[src/rtl/rf_exec_pkg.sv]
// Shared types for the execute/writeback sequencer: opcodes, FSM states, index width.
package rf_exec_pkg;

  localparam int REG_IDX_W = 3;

  typedef enum logic [2:0] {
    OP_ADD = 3'd0,
    OP_SUB = 3'd1,
    OP_AND = 3'd2,
    OP_OR  = 3'd3,
    OP_XOR = 3'd4,
    OP_NOT = 3'd5,
    OP_MOV = 3'd6,
    OP_MUL = 3'd7
  } opcode_e;

  typedef enum logic [2:0] {
    ST_IDLE = 3'd0,
    ST_READ = 3'd1,
    ST_EXEC = 3'd2,
    ST_MUL  = 3'd3,
    ST_WB   = 3'd4
  } state_e;

endpackage

[src/rtl/rf_exec_if.sv]
// Decoder handshake plus register-file read/write bus seen by the execute unit.
interface rf_exec_if #(parameter int BUS_WIDTH = 16);

  logic                                 instr_valid;
  logic                                 instr_ready;
  logic [2:0]                           opcode;
  logic [rf_exec_pkg::REG_IDX_W-1:0]    rd_in;
  logic [rf_exec_pkg::REG_IDX_W-1:0]    rsA_in;
  logic [rf_exec_pkg::REG_IDX_W-1:0]    rsB_in;
  logic [BUS_WIDTH-1:0]                 A;
  logic [BUS_WIDTH-1:0]                 B;
  logic [rf_exec_pkg::REG_IDX_W-1:0]    rsA;
  logic [rf_exec_pkg::REG_IDX_W-1:0]    rsB;
  logic [rf_exec_pkg::REG_IDX_W-1:0]    rd;
  logic [BUS_WIDTH-1:0]                 D;
  logic                                 regWrite;
  logic                                 done;
  logic                                 zero;
  logic                                 carry;

  // Execute unit side
  modport slave (
    input  instr_valid, opcode, rd_in, rsA_in, rsB_in, A, B,
    output instr_ready, rsA, rsB, rd, D, regWrite, done, zero, carry
  );

  // Decoder / register file side
  modport master (
    output instr_valid, opcode, rd_in, rsA_in, rsB_in, A, B,
    input  instr_ready, rsA, rsB, rd, D, regWrite, done, zero, carry
  );

endinterface

[src/rtl/rf_exec_mul.sv]
// Sequential shift-add multiplier: one multiplier bit per clock, BUS_WIDTH iterations.
// product presents the accumulator including the current iteration's addend, so on
// the cycle 'last' is high it already holds the final product.
module rf_exec_mul #(
  parameter int BUS_WIDTH = 16
) (
  input  logic                   clk,
  input  logic                   rst_n,
  input  logic                   start,
  input  logic [BUS_WIDTH-1:0]   a,
  input  logic [BUS_WIDTH-1:0]   b,
  output logic                   busy,
  output logic                   last,
  output logic [2*BUS_WIDTH-1:0] product
);

  localparam int              CNT_W    = $clog2(BUS_WIDTH);
  localparam logic [CNT_W-1:0] CNT_LAST = CNT_W'(BUS_WIDTH - 1);

  logic [2*BUS_WIDTH-1:0] r_mcand;
  logic [2*BUS_WIDTH-1:0] r_acc;
  logic [BUS_WIDTH-1:0]   r_mplier;
  logic [CNT_W-1:0]       r_cnt;
  logic                   r_busy;
  logic [2*BUS_WIDTH-1:0] w_addend;
  logic [2*BUS_WIDTH-1:0] w_sum;

  assign w_addend = r_mplier[0] ? r_mcand : '0;
  assign w_sum    = r_acc + w_addend;

  // Load operands on start, then shift-add once per edge until the last bit.
  always_ff @(posedge clk or negedge rst_n) begin
    if (!rst_n) begin
      r_mcand  <= '0;
      r_acc    <= '0;
      r_mplier <= '0;
      r_cnt    <= '0;
      r_busy   <= 1'b0;
    end else if (start) begin
      r_mcand  <= {{BUS_WIDTH{1'b0}}, a};
      r_mplier <= b;
      r_acc    <= '0;
      r_cnt    <= '0;
      r_busy   <= 1'b1;
    end else if (r_busy) begin
      r_acc    <= w_sum;
      r_mcand  <= r_mcand << 1;
      r_mplier <= r_mplier >> 1;
      r_cnt    <= r_cnt + 1'b1;
      if (r_cnt == CNT_LAST) begin
        r_busy <= 1'b0;
      end
    end
  end

  assign busy    = r_busy;
  assign last    = r_busy && (r_cnt == CNT_LAST);
  assign product = w_sum;

endmodule

[src/rtl/rf_exec_unit.sv]
// Execute/writeback sequencer around the register file.
//   state | meaning
//   IDLE  | ready for a decoded instruction
//   READ  | register file registering A/B from rsA/rsB
//   EXEC  | ALU result registered, or multiplier started for MUL
//   MUL   | shift-add iterations in progress
//   WB    | regWrite/done high; next edge commits and updates flags
module rf_exec_unit
  import rf_exec_pkg::*;
#(
  parameter int BUS_WIDTH = 16
) (
  input  logic     clk,
  input  logic     rst_n,
  rf_exec_if.slave bus
);

  state_e                 r_state;
  state_e                 w_state_nxt;
  opcode_e                r_op;
  logic [REG_IDX_W-1:0]   r_rd_lat;
  logic [REG_IDX_W-1:0]   r_rsa;
  logic [REG_IDX_W-1:0]   r_rsb;
  logic [REG_IDX_W-1:0]   r_rd;
  logic [BUS_WIDTH-1:0]   r_d;
  logic                   r_reg_write;
  logic                   r_zero;
  logic                   r_carry;
  logic                   r_carry_pend;

  logic                   w_ready;
  logic                   w_accept;
  logic                   w_exec_alu;
  logic                   w_mul_start;
  logic                   w_mul_done;
  logic                   w_commit;
  logic                   w_mul_busy;
  logic                   w_mul_last;
  logic [2*BUS_WIDTH-1:0] w_product;
  logic [BUS_WIDTH:0]     w_alu_res;

  rf_exec_mul #(.BUS_WIDTH(BUS_WIDTH)) u_mul (
    .clk     (clk),
    .rst_n   (rst_n),
    .start   (w_mul_start),
    .a       (bus.A),
    .b       (bus.B),
    .busy    (w_mul_busy),
    .last    (w_mul_last),
    .product (w_product)
  );

  // State register.
  always_ff @(posedge clk or negedge rst_n) begin
    if (!rst_n) r_state <= ST_IDLE;
    else        r_state <= w_state_nxt;
  end

  // Next-state and per-state control strobes.
  always_comb begin
    w_state_nxt = r_state;
    w_ready     = 1'b0;
    w_accept    = 1'b0;
    w_exec_alu  = 1'b0;
    w_mul_start = 1'b0;
    w_mul_done  = 1'b0;
    w_commit    = 1'b0;
    case (r_state)
      ST_IDLE: begin
        w_ready = 1'b1;
        if (bus.instr_valid) begin
          w_accept    = 1'b1;
          w_state_nxt = ST_READ;
        end
      end
      ST_READ: w_state_nxt = ST_EXEC;
      ST_EXEC: begin
        if (r_op == OP_MUL) begin
          w_mul_start = 1'b1;
          w_state_nxt = ST_MUL;
        end else begin
          w_exec_alu  = 1'b1;
          w_state_nxt = ST_WB;
        end
      end
      ST_MUL: begin
        if (w_mul_last) begin
          w_mul_done  = 1'b1;
          w_state_nxt = ST_WB;
        end else if (!w_mul_busy) begin
          // multiplier lost its operation; drop the instruction rather than hang
          w_state_nxt = ST_IDLE;
        end
      end
      ST_WB: begin
        w_commit    = 1'b1;
        w_state_nxt = ST_IDLE;
      end
      default: w_state_nxt = ST_IDLE;
    endcase
  end

  // Single-cycle ALU on the live A/B; bit BUS_WIDTH is carry-out for ADD, borrow for SUB.
  always_comb begin
    w_alu_res = '0;
    case (r_op)
      OP_ADD:  w_alu_res = {1'b0, bus.A} + {1'b0, bus.B};
      OP_SUB:  w_alu_res = {1'b0, bus.A} - {1'b0, bus.B};
      OP_AND:  w_alu_res = {1'b0, bus.A & bus.B};
      OP_OR:   w_alu_res = {1'b0, bus.A | bus.B};
      OP_XOR:  w_alu_res = {1'b0, bus.A ^ bus.B};
      OP_NOT:  w_alu_res = {1'b0, ~bus.A};
      OP_MOV:  w_alu_res = {1'b0, bus.A};
      default: w_alu_res = '0;
    endcase
  end

  // Instruction latch, write-port registers and flags; flags move only at commit.
  always_ff @(posedge clk or negedge rst_n) begin
    if (!rst_n) begin
      r_op         <= OP_ADD;
      r_rd_lat     <= '0;
      r_rsa        <= '0;
      r_rsb        <= '0;
      r_rd         <= '0;
      r_d          <= '0;
      r_reg_write  <= 1'b0;
      r_zero       <= 1'b0;
      r_carry      <= 1'b0;
      r_carry_pend <= 1'b0;
    end else begin
      if (w_accept) begin
        r_op     <= opcode_e'(bus.opcode);
        r_rd_lat <= bus.rd_in;
        r_rsa    <= bus.rsA_in;
        r_rsb    <= bus.rsB_in;
      end
      if (w_exec_alu) begin
        r_d          <= w_alu_res[BUS_WIDTH-1:0];
        r_carry_pend <= w_alu_res[BUS_WIDTH];
        r_rd         <= r_rd_lat;
        r_reg_write  <= 1'b1;
      end
      if (w_mul_done) begin
        r_d          <= w_product[BUS_WIDTH-1:0];
        r_carry_pend <= |w_product[2*BUS_WIDTH-1:BUS_WIDTH];
        r_rd         <= r_rd_lat;
        r_reg_write  <= 1'b1;
      end
      if (w_commit) begin
        r_reg_write <= 1'b0;
        r_zero      <= (r_d == '0);
        r_carry     <= r_carry_pend;
      end
    end
  end

  assign bus.instr_ready = w_ready;
  assign bus.rsA         = r_rsa;
  assign bus.rsB         = r_rsb;
  assign bus.rd          = r_rd;
  assign bus.D           = r_d;
  assign bus.regWrite    = r_reg_write;
  assign bus.done        = r_reg_write;
  assign bus.zero        = r_zero;
  assign bus.carry       = r_carry;

endmodule

[src/flat_wrapper.sv]
// flat-port wrapper written by rule: the top's interface ports become plain ports
module rf_exec_unit_flat import rf_exec_pkg::*;
#(
  parameter int BUS_WIDTH = 16
)
  (clk, rst_n, bus_instr_valid, bus_opcode, bus_rd_in, bus_rsA_in, bus_rsB_in, bus_A, bus_B, bus_instr_ready, bus_rsA, bus_rsB, bus_rd, bus_D, bus_regWrite, bus_done, bus_zero, bus_carry);
  rf_exec_if #(.BUS_WIDTH(BUS_WIDTH)) bus_i ();
  input  logic clk;
  input  logic rst_n;
  input wire logic [$bits(bus_i.instr_valid)-1:0] bus_instr_valid;
  input wire logic [$bits(bus_i.opcode)-1:0] bus_opcode;
  input wire logic [$bits(bus_i.rd_in)-1:0] bus_rd_in;
  input wire logic [$bits(bus_i.rsA_in)-1:0] bus_rsA_in;
  input wire logic [$bits(bus_i.rsB_in)-1:0] bus_rsB_in;
  input wire logic [$bits(bus_i.A)-1:0] bus_A;
  input wire logic [$bits(bus_i.B)-1:0] bus_B;
  output wire logic [$bits(bus_i.instr_ready)-1:0] bus_instr_ready;
  output wire logic [$bits(bus_i.rsA)-1:0] bus_rsA;
  output wire logic [$bits(bus_i.rsB)-1:0] bus_rsB;
  output wire logic [$bits(bus_i.rd)-1:0] bus_rd;
  output wire logic [$bits(bus_i.D)-1:0] bus_D;
  output wire logic [$bits(bus_i.regWrite)-1:0] bus_regWrite;
  output wire logic [$bits(bus_i.done)-1:0] bus_done;
  output wire logic [$bits(bus_i.zero)-1:0] bus_zero;
  output wire logic [$bits(bus_i.carry)-1:0] bus_carry;
  assign bus_i.instr_valid = bus_instr_valid;
  assign bus_i.opcode = bus_opcode;
  assign bus_i.rd_in = bus_rd_in;
  assign bus_i.rsA_in = bus_rsA_in;
  assign bus_i.rsB_in = bus_rsB_in;
  assign bus_i.A = bus_A;
  assign bus_i.B = bus_B;
  assign bus_instr_ready = bus_i.instr_ready;
  assign bus_rsA = bus_i.rsA;
  assign bus_rsB = bus_i.rsB;
  assign bus_rd = bus_i.rd;
  assign bus_D = bus_i.D;
  assign bus_regWrite = bus_i.regWrite;
  assign bus_done = bus_i.done;
  assign bus_zero = bus_i.zero;
  assign bus_carry = bus_i.carry;
  rf_exec_unit #(.BUS_WIDTH(BUS_WIDTH)) u_core (.clk(clk), .rst_n(rst_n), .bus(bus_i));
endmodule
[config.mk]
export PLATFORM = sky130hd
export DESIGN_NAME = rf_exec_unit_flat
export DESIGN_NICKNAME = d
export VERILOG_FILES = /design/src/rtl/rf_exec_pkg.sv /design/src/rtl/rf_exec_if.sv /design/src/rtl/rf_exec_mul.sv /design/src/rtl/rf_exec_unit.sv /design/src/flat_wrapper.sv
export SDC_FILE = /design/constraint.sdc
export NUM_CORES = 1
export LEC_CHECK = 0
export ABC_AREA = 1
export BUFFER_PORTS_ARGS = -buffer_cell sky130_fd_sc_hd__buf_2
export CORE_ASPECT_RATIO = 0.75
export CORE_UTILIZATION = 56
export CTS_CLUSTER_DIAMETER = 150
export DETAILED_ROUTE_END_ITERATION = 16
export GPL_ROUTABILITY_DRIVEN = 0
export MAX_ROUTING_LAYER = met4
export PLACE_DENSITY_LB_ADDON = 0.15
export SLEW_MARGIN = 20
export SYNTH_ARGS = -nofsm -noshare
export SYNTH_HDL_FRONTEND = slang
export SYNTH_SLANG_ARGS = --single-unit
[constraint.sdc]
create_clock -name clk -period 2.55 [get_ports clk]
set_input_delay 0.1275 -clock clk [delete_from_list [all_inputs] [get_ports clk]]
set_output_delay 0.1275 -clock clk [all_outputs]
set_load 0.05 [all_outputs]
==> results of run 1 <==
## sequential cells by signal, indices dropped and copies added (netlist names)
name	flops
u_core.bus.zero	1
u_core.r_carry_pend	1
u_core.bus.rsA	3
u_core.u_mul.r_mplier	16
u_core.r_op	3
u_core.u_mul.r_mcand	32
u_core.u_mul.busy	1
u_core.r_state	3
u_core.r_rd_lat	3
u_core.u_mul.r_acc	32
u_core.bus.D	16
u_core.bus.rsB	3
u_core.bus.carry	1
u_core.u_mul.r_cnt	4
u_core.bus.done	1
u_core.bus.rd	3
## per-stage QoR
step / setup TNS (ns) / util [%] / power (mW)
6_report: -1.89 / 76.2 / 13.9
4_1_cts: -0.725 / 74.0 / 13.3
3_5_place_dp: -3.25 / 67.5 / 10.4
2_1_floorplan: -0.0374 / - / 7.81
3_3_place_gp: -1.98 / 67.5 / 10.2
5_1_grt: -3.57 / 76.2 / 14.7
## worst min-delay path: stages
cell,delay [ns]
buf_2,0.10
nor3_1,0.05
o21ai_0,0.15
## layout make-up
| type | instances | area [sq um] | area share [%] |
|---|---|---|---|
| Multi-Input combinational cell | 1018 | 6220 | 47.8 |
| Clock inverter | 15 | 178 | 1.36 |
| Tap cell | 236 | 295 | 2.27 |
| Clock buffer | 17 | 425 | 3.27 |
| Inverter | 279 | 1050 | 8.08 |
| Timing Repair Buffer | 247 | 1770 | 13.6 |
| Sequential cell | 123 | 3080 | 23.6 |
## cell usage after synthesis (4+ instances only)
cell       number
nand2_1       476
inv_1         274
dfrtp_1       123
nor2_1         99
ha_1           81
nand3_1        73
o21ai_0        46
a21oi_1        41
xor2_1         29
a22o_1         26
clkbuf_1       20
o221ai_1       18
o22ai_1        17
o211ai_1       14
buf_2          12
nor3_1         11
mux2_2          9
a221oi_1        8
or2_2           7
a22oi_1         6
nand4_1         6
nor4_1          6
o21bai_1        5
a31oi_1         4
buf_6           4
inv_2           4
o2111ai_1       4
o31ai_1         4
## repair_timing
item,CTS,global route
hold endpoints to repair,53,0
hold buffers,13,0
setup buffers,6,8
pin swaps,30,28
gates resized for setup,65,84
setup endpoints to repair,13,26
## final timing paths
| path | to | start | cells past startpoint |
|---|---|---|---|
| max in group asynchronous | u_core.u_mul.r_cnt[1] | rst_n | 3 |
| setup / recovery | u_core.r_carry_pend | u_core.r_op[0] | 19 |
| min in group asynchronous | u_core.u_mul.r_mplier[6] | rst_n | 2 |
| hold / removal | u_core.r_state[0] | bus_instr_valid | 3 |
| hold reg to reg | u_core.bus.rd[2] | u_core.r_rd_lat[2] | 2 |
| setup reg to reg | u_core.r_carry_pend | u_core.r_op[0] | 19 |
## report_power, final
group          internal [mW]  total (mW)  switching (mW)
Clock                   1.40        2.52            1.12
Sequential              2.76        3.43           0.667
Combinational           3.04        7.98            4.94
Total                   7.21        13.9            6.73
## layer usage
metal | track usage (%) | wire [um]
met1 | 52.3 | 14900
met2 | 56.0 | 14400
met3 | 10.3 | 3740
met4 | 10.6 | 773
met5 | - | 0
## kinds of logic (layout without fill, tap and decap cells)
family / Yosys count / count (layout) / synth area share [%]
buffers and inverters: 316 / 558 / 12.5
AND/OR/NAND/NOR: 690 / 690 / 28.2
flip-flops: 123 / 123 / 31.1
AO/OA/AOI/OAI: 204 / 204 / 13.8
adder cells (fa/ha/maj): 83 / 83 / 10.6
multiplexers: 9 / 9 / 1.02
XOR/XNOR: 32 / 32 / 2.83
==> results.txt, run 1 <==
The effective utilization at floorplan is 58.0%. The worst setup path is launched from a flip-flop. The max-slew headroom at the worst pin is 31.5%, and the count of fill cells added during filler insertion is 1270. The count of maximum capacitance violations came out at 0.

The average vias per placed instance came out at 5.64. The tree is rooted in a clkbuf_16. The number of clock buffers added by TritonCTS is 17.

The post-detailed-routing wire length is 33800 um. The number of antenna diodes was 0. The post-place setup slack was -0.552 ns. Dividing the detail-routed wire length by the instance count gives 17.5 um.

The wire length of the first global-routing pass is 51600 um, and the largest net degree at the start of global routing is 56. The worst-case IR drop observed on VDD is 0.980 mV. In the routed design, unresolved DRC markers number 0. The finished cells cover 13000 sq um. 77 I/O pins were placed. Dividing the synthesized area by the synthesized cell count gives 6.80 sq um. The clock sink count is 123, and the number of enable-type register cells in the synthesized netlist is 0.

Global routing consumed, over all layers together, 38.3% of the routing resources. The logs give 0.0117 ns for the worst setup skew after layout and 2 for the maximum buffer depth of the clock tree. The final reports fail on setup timing.

For the number of instances in the placed design, the log shows 1877. Of the cells placed in the final design, the portion with a size suffix greater than 1 is 24.6%. The routed layout has 10923 vias. The via count of the first global-routing pass was 10079; the synthesized netlist cell count was 1457. After synthesis the cells add up to 9910 sq um. The cell type with the largest total area after synthesis is dfrtp_1.

After clock tree synthesis, the clock-pin slew on the worst setup and hold paths is 0.07 ns. For the initial antenna violation count, the log shows 0. In the layout the commonest cells are nand2_1 (443), inv_1 (269), buf_4 (149), dfrtp_1 (122), nor2_1 (82). Setup repair after global routing could not meet its margin everywhere.

The die covers 18200 sq um. The worst hold path belongs to the class in2reg. The run gives 17100 sq um as the placeable core region. The run finished, with violations left. Worst path buffer plus inverter count: 7. The actual slew at the worst max-slew pin works out to 1.03 ns. STA classifies the critical path endpoint as a flip-flop.

Detailed placement ended at an HPWL of 24200 um. The cell that appears most often on the critical path is nand2_1. TritonCTS built the clock tree.

Setup violations remaining at the end of the flow were counted as 12. Post-synthesis sequential element count: 123. The initialized floorplan defines 41 standard-cell rows. The run gives 0 as the final count of pins violating max slew. The later pin in the worst-skew pair is clocked with a latency of 0.44 ns. For this design, the slowest cell found on the critical path is dfrtp_1. The pre-antenna-repair detailed-routing pass consisted of 9 iterations.

The number of different library cells used by synthesis comes to 46. The leftover overflow at the end of global routing is 0. The data arrival time of the worst path was 3.14 ns; the net count reported at finish was 1816. The final cell count without fillers came out at 1935. The tools report the data required time at the worst endpoint as 2.87 ns.

The die is 156 um wide. The critical path is of the reg2reg type. Dividing total power by cell area gives a power density of 1070 nW/um^2. Once detail routing completed, the nets flagged for antenna violations numbered 0. On the critical path the largest part of the delay comes from simple AND/OR/NAND/NOR gates. The tools report the worst-case register-to-register setup slack as -0.27 ns. The signal on the critical path passes through inv_2, nor3_4, buf_12, inv_4, buf_6, nand2_1, xor2_1, ha_1, inv_1, o21bai_1, nor2_2, nor4_1, nor3_1, buf_4, nand3_2, nand2_1, o21ai_1, inv_1, nand2_1. The area of placed instances is 11500 sq um. The share of the Yosys chip area taken by registers is 31.1%. The routed design could run at a clock period as short as 2.82 ns. The number of nets handed over by synthesis was 1587. By area the synthesized netlist is led by dfrtp_1 (31%), nand2_1 (18%), inv_1 (10%). The first routing iteration left 1430 violations.

The total of buffers placed on input and output ports came out at 76. The final worst-path setup slack is -0.266 ns, and the share of flip-flops with an asynchronous set or reset is 100%. During synthesis, Yosys emitted a total of 0 warnings. Static timing analysis puts the maximum clock frequency at 0.355 GHz. On the final layout, the worst hold slack is 0.0322 ns. The share of the cycle needed by the critical path after routing is 110%, and the height of the chip is 117 um. The H-tree depth was 4; the maximum fanout along the worst path was 7. The largest single stage delay on the critical path is 0.36 ns.

The area growth from synthesis to layout is 31.4%. The share of synthesized area in the top cell type comes to 31.1%. In this run the static leakage power is 7.21 nW.

The prevailing post-synth register cell is dfrtp_1. The count of endpoints failing hold in the final timing report came out at 0. Leaving out fill and tap cells, the most frequent cell in the layout is nand2_1.
Power figures use the tool's default switching activity.
==> inputs of run 2 (changes only) <==
- PLACE_DENSITY: default -> 0.78
- PLACE_DENSITY_LB_ADDON: 0.15 -> default
==> results.txt, run 2 (synthesis results as in run 1) <==
The dominant cell type by count on the critical path was nand2_1. TritonCTS built the clock tree. The flow ran to the end, but the final reports show violations.

The worst hold path terminates at u_core.r_state[0]. The maximum VDD drop is 1.16 mV (+18%). The worst register-to-register path ends at u_core.bus.D[13]. The tools report the beginning of the worst hold path as bus_instr_valid. The post-layout minimum cycle time is 2.78 ns (-0.0384 ns). Data arrival time of the worst path: 3.09 ns (-0.05 ns).

By startpoint and endpoint, the worst setup path is classified as reg2reg. The detailed-route wire length per cell came out at 18.3 um (+4.8%). The actual slew at the worst max-slew pin is 1.16 ns (+0.136 ns), and the area added between synthesis and finish is 32.3%. In this run the clock root is driven by a clkbuf_16.

Setup repair after global routing could not meet its margin everywhere. The via count of the first global-routing pass is 10018 (-0.61%). The row count is 41 (unchanged). The biggest cell delay along the critical path works out to 0.36 ns (about the same). The slowest stage of the critical path is the dfrtp_1 cell.

The run gives 0.44 ns (about the same) as the clock latency on the worst-skew pair. Most common cell after layout, fill and taps aside: nand2_1. The run gives -1.83 ns (+0.0547 ns) as the sum of negative setup slack. The height of the chip is 117 um (unchanged), and the count of maximum capacitance violations is 0 (unchanged).

For the number of antenna diodes, the log shows 0 (unchanged). The portion of total power attributed to combinational logic was 58.2% (+0.9 points); the path depth of the worst reg2reg path was 20 (+1). The share of the cycle needed by the critical path after routing came out at 109% (-1.5 points). The max-slew headroom at the worst pin is 22.5% (-9.0 points), and the final design utilization is 76.7% (+0.51 points). The worst setup skew after layout is 0.0223 ns (+0.0106 ns). The final worst-path setup slack came out at -0.227 ns (+0.0384 ns).

Half-perimeter wire length after detailed placement: 24400 um (+0.72%). Traced cell by cell, the critical path runs through inv_2, nor3_4, buf_12, inv_6, nand2_2, xor2_1, inv_1, ha_4, buf_6, nand2_4, inv_2, a21oi_2, buf_4, o31a_1, nand2_1, nand2_1, nand3_1, nand2_1, nand2_1, nand3_1. The tools report the number of search-and-repair iterations in the first detailed-routing pass as 9 (unchanged). The count of fill cells added during filler insertion was 1168 (-8.0%); the power density over the cells was 1090 nW/um^2 (+1.4%). The total power came out at 14.2 mW (+2.1%).

Internal portion of total power: 7.27 mW (+0.84%). The top-level port count is 77 (unchanged), and the H-tree depth is 4 (unchanged). For the initial antenna violation count, the log shows 0 (unchanged). The worst hold path depth is 3 (unchanged), and the clock transition at the registers of the reported paths is 0.07 ns (about the same).

The run gives 37.8% (-0.49 points) as the all-layer global routing usage. STA classifies the critical path startpoint as a flip-flop. The switching portion of total power was 48.9% (+0.65 points). The worst register-to-register path begins at u_core.r_op[0]. The leftover overflow at the end of global routing came out at 0 (unchanged).

The fmax is 0.360 GHz (+1.4%). Placeable core region: 17100 sq um (unchanged). The tools report the violation count after the first detailed-route iteration as 1510 (+5.6%). The library cells used most frequently in the layout, excluding fill and tap cells, are nand2_1 (438), inv_1 (268), buf_4 (152), dfrtp_1 (122). The total of buffers placed on input and output ports was 76 (unchanged). The post-route DRC violation count was 0 (unchanged); the final count of pins violating max slew was 0 (unchanged). The area of the die came out at 18200 sq um (unchanged). For the maximum buffer depth of the clock tree, the log shows 2 (unchanged). The average vias per placed instance works out to 5.85 (+3.7%). The tools report the switching power of the nets as 6.96 mW (+3.5%).

The share of cells above drive strength 1 is 25.6% (+1.0 points). The final count of negative-setup-slack endpoints was 12 (unchanged); the data required time at the worst endpoint was 2.87 ns (about the same). The tools report the overall via count from detail_route as 11352 (+3.9%). The maximum fanout along the worst path works out to 7 (unchanged). The logs give 24.1% (-0.5 points) for the sequential share of power and 17 (unchanged) for the TritonCTS buffer count. The tools report the net count reported at finish as 1821 (+0.28%).

Wire length of the first global-routing pass: 51300 um (-0.63%). The effective utilization at floorplan is 58.0% (unchanged), and the width of the die is 156 um (unchanged). For the count of endpoints failing hold in the final timing report, the log shows 0 (unchanged).

The largest registers in the layout are u_core.u_mul.r_acc x32, u_core.u_mul.r_mcand x32. The final antenna-violating net count was 0 (unchanged); the worst-case register-to-register setup slack was -0.23 ns (+0.04 ns). The cell leakage power is 7.25 nW (+0.57%).

The logs give 17.6% (-0.5 points) for the part of the power in the clock network and 123 (unchanged) for the clock sink count. The class of the most critical hold timing path was in2reg. The post-detailed-routing wire length was 35500 um (+5.1%). The worst setup path is captured at a flip-flop. The final reports fail on setup timing. The tools report the largest net degree at the start of global routing as 44 (-21%).
-- run 2: cell count changes in the layout (fill, tap and decap cells not counted), sizes merged --
cell,before,now
buf,234,236
nor2,101,103
clkbuf,17,18
clkinv,4,5
clkinvlp,2,1
-- run 2: layout make-up --
| type | count | area (sq um) | area share, % |
|---|---|---|---|
| inverters | 279 | 1050 | 8.03 |
| repair buffers | 250 | 1790 | 13.6 |
| flip-flops and latches | 123 | 3080 | 23.5 |
| clock inverters | 15 | 176 | 1.35 |
| clock buffers | 17 | 425 | 3.24 |
| multi-input cells | 1020 | 6300 | 48.0 |
| well taps | 236 | 295 | 2.25 |
-- run 2: through the flow --
| step | area (sq um) | instances | hold slack (ns) | setup WS, ns |
|---|---|---|---|---|
| 3_3_place_gp | 11500 | 1875 | 0.129 | -0.334 |
| 2_1_floorplan | 9940 | 1457 | -0.168 | -0.0305 |
| 4_1_cts | 12600 | 1926 | 0.0242 | -0.184 |
| 3_5_place_dp | 11500 | 1875 | 0.139 | -0.540 |
| 5_1_grt | 13100 | 1940 | 0.0473 | -0.330 |
| 6_report | 13100 | 1940 | 0.0120 | -0.227 |
-- run 2: critical path: cells and delay by family (launching register included) --
family | cells | cell delay (ns)
DFF | 1 | 0.36
xor gates and xnor gates | 1 | 0.17
buffers and inverters | 7 | 0.69
and+or+nand+nor | 9 | 0.75
adders and majority gates | 1 | 0.29
AOI/OAI and AO/OA | 2 | 0.39
-- run 2: power groups by stage --
stage | combinational (mW) | clock, mW | sequential [mW]
final | 8.29 | 2.50 | 3.43
after global routing | 8.79 | 2.61 | 3.48
after CTS | 7.39 | 2.48 | 3.34
after detailed placement | 7.00 | 0 | 3.34
after global placement | 6.81 | 0 | 3.32
after floorplan | 3.88 | 0 | 3.93
-- run 2: timing repair --
action                                  4_1_cts  5_1_grt
endpoints found under the setup margin       12       45
hold buffers                                 13        0
setup buffers                                 6       13
endpoints found under the hold margin        50        0
resized for setup                            59      106
gates cloned                                  0        3
pin swaps                                    14       47
-- run 2: worst max path at each step --
| stage | end | cells past startpoint | start |
|---|---|---|---|
| finish | u_core.bus.D[13] | 20 | u_core.r_op[0] |
| floorplan | u_core.r_carry_pend | 19 | u_core.r_op[0] |
| CTS | u_core.r_carry_pend | 17 | u_core.u_mul.r_mplier[0] |
| global placement | u_core.r_carry_pend | 20 | bus_B[4] |
| detailed placement | u_core.r_carry_pend | 20 | bus_B[4] |
| global route | u_core.r_carry_pend | 17 | u_core.u_mul.r_mplier[0] |
-- run 2: metal layers --
layer / vias up / wire [um] / track usage, % / share of wire [%]
met5: - / 0 / - / 0
met4: 0 / 1160 / 11.3 / 3.3
met3: 130 / 4860 / 10.7 / 14
met2: 816 / 15100 / 54.7 / 42
met1: 5277 / 14400 / 51.4 / 41
li1: 5129 / - / - / -
